==> src/rtl/imem_loader.sv <==
// imem_loader
// Streams 32-bit instruction words into a byte-wide instruction store.
// Each accepted word is written as four bytes, most significant byte first,
// at consecutive addresses. Words offered after the store is full are
// accepted and dropped, and the session is flagged with a sticky overflow.
//
// Ports
//   clk         : single clock, rising edge
//   reset       : synchronous, active-high
//   start       : one-cycle request to open a load session (honoured in IDLE only)
//   in_valid    : an instruction word is offered
//   in_word     : offered instruction encoding
//   in_last     : offered word is the final word of the session
//   in_ready    : word is accepted this cycle (WAIT and DRAIN only)
//   mem_wr_en   : byte write strobe to the instruction store
//   mem_wr_addr : byte address, zero-extended to the 64-bit fetch address space
//   mem_wr_data : byte to write
//   busy        : high in every state except IDLE
//   done        : one-cycle completion pulse
//   overflow    : sticky, words were dropped this session
//   word_count  : words written this session
module imem_loader #(
  parameter int DEPTH_BYTES = 64
) (
  input  logic        clk,
  input  logic        reset,
  input  logic        start,
  input  logic        in_valid,
  input  logic [31:0] in_word,
  input  logic        in_last,
  output logic        in_ready,
  output logic        mem_wr_en,
  output logic [63:0] mem_wr_addr,
  output logic [7:0]  mem_wr_data,
  output logic        busy,
  output logic        done,
  output logic        overflow,
  output logic [15:0] word_count
);

  // Pointer must be able to hold DEPTH_BYTES itself so the "full" compare works.
  localparam int PW = $clog2(DEPTH_BYTES + 1);

  typedef enum logic [2:0] {
    S_IDLE,
    S_WAIT,
    S_WRITE,
    S_DRAIN,
    S_DONE
  } state_t;

  state_t         state_reg, state_next;
  logic [PW-1:0]  ptr_reg;
  logic [1:0]     idx_reg;
  logic [31:0]    word_reg;
  logic           last_reg;
  logic           ovf_reg;
  logic [15:0]    count_reg;

  logic [PW-1:0]  ptr_plus4;
  logic           handshake;
  logic [7:0]     lane [4];

  assign ptr_plus4 = ptr_reg + PW'(4);
  assign handshake = in_valid && in_ready;

  // Byte lanes in write order: lane 0 is the most significant byte.
  for (genvar gi = 0; gi < 4; gi++) begin : g_lane
    assign lane[gi] = word_reg[31-8*gi -: 8];
  end

  // State register and session datapath
  always_ff @(posedge clk) begin
    if (reset) begin
      state_reg <= S_IDLE;
      ptr_reg   <= '0;
      idx_reg   <= '0;
      word_reg  <= '0;
      last_reg  <= 1'b0;
      ovf_reg   <= 1'b0;
      count_reg <= '0;
    end else begin
      state_reg <= state_next;
      case (state_reg)
        S_IDLE: begin
          if (start) begin
            ptr_reg   <= '0;
            count_reg <= '0;
            ovf_reg   <= 1'b0;
          end
        end
        S_WAIT: begin
          if (handshake) begin
            word_reg <= in_word;
            last_reg <= in_last;
            idx_reg  <= '0;
          end
        end
        S_WRITE: begin
          idx_reg <= idx_reg + 2'd1;
          if (idx_reg == 2'd3) begin
            ptr_reg   <= ptr_plus4;
            count_reg <= count_reg + 16'd1;
          end
        end
        S_DRAIN: begin
          // Words arriving after the store is full are swallowed but flagged.
          if (handshake) ovf_reg <= 1'b1;
        end
        default: ;
      endcase
    end
  end

  // Next-state logic
  always_comb begin
    state_next = state_reg;
    case (state_reg)
      S_IDLE:  if (start) state_next = S_WAIT;
      S_WAIT:  if (handshake) state_next = S_WRITE;
      S_WRITE: begin
        if (idx_reg == 2'd3) begin
          // A last word that exactly fills the store still ends cleanly.
          if (last_reg)                             state_next = S_DONE;
          else if (ptr_plus4 == PW'(DEPTH_BYTES))   state_next = S_DRAIN;
          else                                      state_next = S_WAIT;
        end
      end
      S_DRAIN: if (handshake && in_last) state_next = S_DONE;
      S_DONE:  state_next = S_IDLE;
      default: state_next = S_IDLE;
    endcase
  end

  // Outputs are decoded from the registered state so a reset edge
  // removes the write strobe immediately.
  always_comb begin
    in_ready    = 1'b0;
    mem_wr_en   = 1'b0;
    mem_wr_addr = '0;
    mem_wr_data = '0;
    busy        = (state_reg != S_IDLE);
    done        = 1'b0;
    case (state_reg)
      S_WAIT, S_DRAIN: in_ready = 1'b1;
      S_WRITE: begin
        mem_wr_en   = 1'b1;
        mem_wr_addr = 64'(ptr_reg) + 64'(idx_reg);
        mem_wr_data = lane[idx_reg];
      end
      S_DONE: done = 1'b1;
      default: ;
    endcase
  end

  assign overflow   = ovf_reg;
  assign word_count = count_reg;

endmodule

==> config.mk <==
export PLATFORM = sky130hd
export DESIGN_NAME = imem_loader
export DESIGN_NICKNAME = d
export VERILOG_FILES = /design/src/rtl/imem_loader.sv
export SDC_FILE = /design/constraint.sdc
export NUM_CORES = 1
export LEC_CHECK = 0
export ABC_AREA = 1
export CAP_MARGIN = 20
export CORE_ASPECT_RATIO = 2
export CORE_MARGIN = 10
export CORE_UTILIZATION = 45
export CTS_CLUSTER_SIZE = 14
export DETAILED_ROUTE_END_ITERATION = 8
export GPL_TIMING_DRIVEN = 0
export HOLD_SLACK_MARGIN = 0.06
export PLACE_DENSITY_LB_ADDON = 0.1
export SYNTH_ARGS = -nofsm -noshare
export SYNTH_HDL_FRONTEND = slang
export SYNTH_SLANG_ARGS = --single-unit
==> constraint.sdc <==
create_clock -name clk -period 2.8 [get_ports clk]
set_input_delay 0.28 -clock clk [delete_from_list [all_inputs] [get_ports clk]]
set_output_delay 0.28 -clock clk [all_outputs]
set_load 0.05 [all_outputs]
==> results.py <==
metrics = {
    "sta": {
        "worst_hold_slack_ps": 474.2,
        "min_period_over_period": 0.9507,
        "worst_pin_slew_ps": 571.2,
        "fin_skew_ps": 6.928,
        "hold_violations": 0,
        "setup_ws_ps": 137.9,
        "final.setup.tns_ps": 0,
        "fmax_mhz": 375.6,
        "setup_viol": 0,
        "slew-limit-headroom": 0.6192,
        "final-max-slew-violation-count": 0,
        "rsz0062_at_grt": "no",
        "min_period_ps": 2662,
    },
    "drt": {
        "drtIter0Drc": 147,
        "wirelength_mm": 8.971,
        "highest_layer": "met4",
        "postRouteAntennaNets": 0,
        "dr_wl_met2_mm": 4.426,
        "vias_per_cell": 4.394,
        "drc": 0,
        "drtPass1Iterations": 4,
        "met3RoutedLength_um": 753,
        "wire_per_inst_um": 12.03,
        "wl_met1_mm": 3.659,
        "num_vias": 3278,
    },
    "power_and_ir_drop": {
        "clockPowerShare": 0.279,
        "power.density_nw_per_um2": 819.6,
        "comb_power_share": 0.421,
        "irDropWorstVdd_mv": 0.4454,
        "internal_power_w": 0.002284,
        "p_leak_nw": 2.139,
        "p_seq_frac": 0.299,
        "switching_share": 0.4150,
        "p_sw_w": 0.001620,
    },
    "setup_path": {
        "endpoint_kind": "output pin",
        "path_class": "register to output pin",
        "critPathLaunchType": "register",
        "cp_data_required_time_ps": 2520,
        "crit_path_max_fanout": 10,
        "critPathArrivalTime_ps": 2380,
    },
    "cts": {
        "ctsRootBufferMaster": "clkbuf_16",
        "clk_latency_ps": 330,
        "cts_buffers": 9,
        "cts.sinks": 60,
        "cts_tree": "yes",
        "cts_resized": 8,
        "post_cts_buffers": 0,
        "path_clk_slew_ps": 50,
        "ctsHoldBuffers": 0,
        "clockBufferDepth": 2,
        "htreeDepth": 3,
    },
    "finish": {
        "drive_above_1_share": 0.1549,
        "largest_register_ffs": 32,
        "fin_util": 0.6361,
        "syn2layout_area_growth_pct": 38.99,
        "nNetsFinal": 689,
        "num_antenna_cells": 0,
        "nFillCells": 748,
    },
    "yosys": {
        "synth.avg_cell_area_um2": 6.759,
        "yosysSeqAreaShare": 0.3505,
        "synth_common_cells": "nor2_1 (131), dfxtp_1 (60), nand2_1 (60)",
        "synth_edf_count": 0,
        "synth_cell_types": 29,
        "syn_area_um2": 3427,
        "synth_top_area_share": 0.3505,
        "yosys_most_used_dff": "dfxtp_1",
        "synth.ff_latch_count": 60,
        "synthArstFlopShare": 0,
        "yosys_warnings": 0,
        "synth_cells": 507,
        "yosysMostFrequentCell": "nor2_1",
        "synth_largest_area_cell": "dfxtp_1",
        "synthTopCellsByArea": "dfxtp_1 (35%), nor2_1 (14%), buf_4 (13%)",
    },
    "place": {
        "dp_slack_ps": 250.4,
        "dp_hpwl_mm": 6.958,
        "place.gp.congestion": 0.8302,
        "numPortBuffers": 72,
    },
    "floorplanning": {
        "coreArea_um2": 7488,
        "die_h_um": 143.4,
        "die_w_um": 81.71,
        "die-area_um2": 11720,
        "initial_core_util": 0.4576,
        "io_pins": 130,
        "std_cell_rows": 45,
    },
    "grt": {
        "grt_pass1_vias": 3065,
        "antenna_found_initial": 0,
        "grt_pass1_wl_mm": 14.50,
        "grt_usage": 0.1559,
        "grt_max_degree": 11,
        "overflow": 0,
    },
    "flow_run": {
        "drv_cap": 0,
    },
    "worst_hold_path": {
        "hp-class": "register to register",
    },
    "outcome": {
        "status": "finished clean",
    },
}
[critical path, cell delays in order, from the launching register on]
cell and delay [ps]:
dfxtp_1 360, nor2_4 220, nand2_1 110, buf_2 200, buf_2 210, a21oi_1 130
clkdlybuf4s50_1 820
[stage by stage]
step	power [W]	instances	cell area (µm²)
floorplan	0.002443	564	3641
global placement	0.002809	730	4479
detailed placement	0.002829	730	4479
CTS	0.003930	746	4765
global route	0.004172	746	4763
finish	0.003904	746	4763
[metal layers]
layer / up-vias / GRT usage
met3: 11 / 0.04819
met2: 89 / 0.2526
met4: 0 / 0.06486
met5: - / 0
met1: 1406 / 0.1831
li1: 1772 / -
[power groups by stage]
stage | logic (W) | registers, W | clock network [W]
after global routing | 0.00183 | 0.00119 | 0.00115
after global placement | 0.00163 | 0.00118 | 0
after CTS | 0.00165 | 0.00117 | 0.00111
after floorplan | 0.00126 | 0.00118 | 0
after detailed placement | 0.00165 | 0.00118 | 0
final | 0.00165 | 0.00117 | 0.00109
[logic make-up (layout without fill, tap and decap cells)]
family,count (synthesis),count (layout),synth area share
AO/OA/AOI/OAI,95,95,0.1460
XOR/XNOR,1,1,0.002556
adder cells (fa/ha/maj),5,5,0.01825
buffers and inverters,117,205,0.2037
flip-flops,60,60,0.3505
other,1,58,0.001094
AND/OR/NAND/NOR,228,228,0.2778
[area by class of cell]
type	count	area, µm²	share of cell area
multi-input cells	387	1742	0.3656
flip-flops and latches	60	1201	0.2522
repair buffers	72	709.4	0.1489
plain buffers	75	538.0	0.1129
clock buffers	12	246.5	0.05175
inverters	42	160.2	0.03362
well taps	94	117.6	0.02469
clock inverters	4	48.80	0.01024
[path summary, 6_finish.rpt]
kind	depth (start not counted)	to	slack (ps)	start
min	2	lane[0]$_SDFFE_PP0P_	470	lane[0]$_SDFFE_PP0P_
max	6	mem_wr_addr[2]	140	state_reg[2]$_SDFFE_PP0P_
min reg2reg	2	lane[0]$_SDFFE_PP0P_	470	lane[0]$_SDFFE_PP0P_
max reg2reg	9	word_count[14]$_SDFFE_PP0P_	1240	word_count[1]$_SDFFE_PP0P_
[layout by cell type (no fill, tap or decap), types with 2 or more instances in the layout]
master           netlist  routed
nor2_4                 2       2
ha_1                   5       5
clkbuf_1               6       8
inv_2                  3       3
conb_1                 1      58
nand2_1               60      60
nand2_2                2       2
buf_6                  4       4
a211oi_2               2       2
clkinv_2               0       2
dfxtp_1               60      60
dlygate4sd2_1          0       7
inv_1                 38      38
o21ai_1                2       2
nor2_2                 3       3
nor3_1                 8       8
buf_4                 58      58
clkdlybuf4s50_1        0      63
o21ai_2                2       2
clkbuf_2               3       4
nand3_1               18      18
o21ai_0               55      55
buf_2                  4       4
a21oi_1               33      33
clkbuf_16              0       9
nor2_1               131     131
No activity file was read; power rests on OpenSTA's default activity.
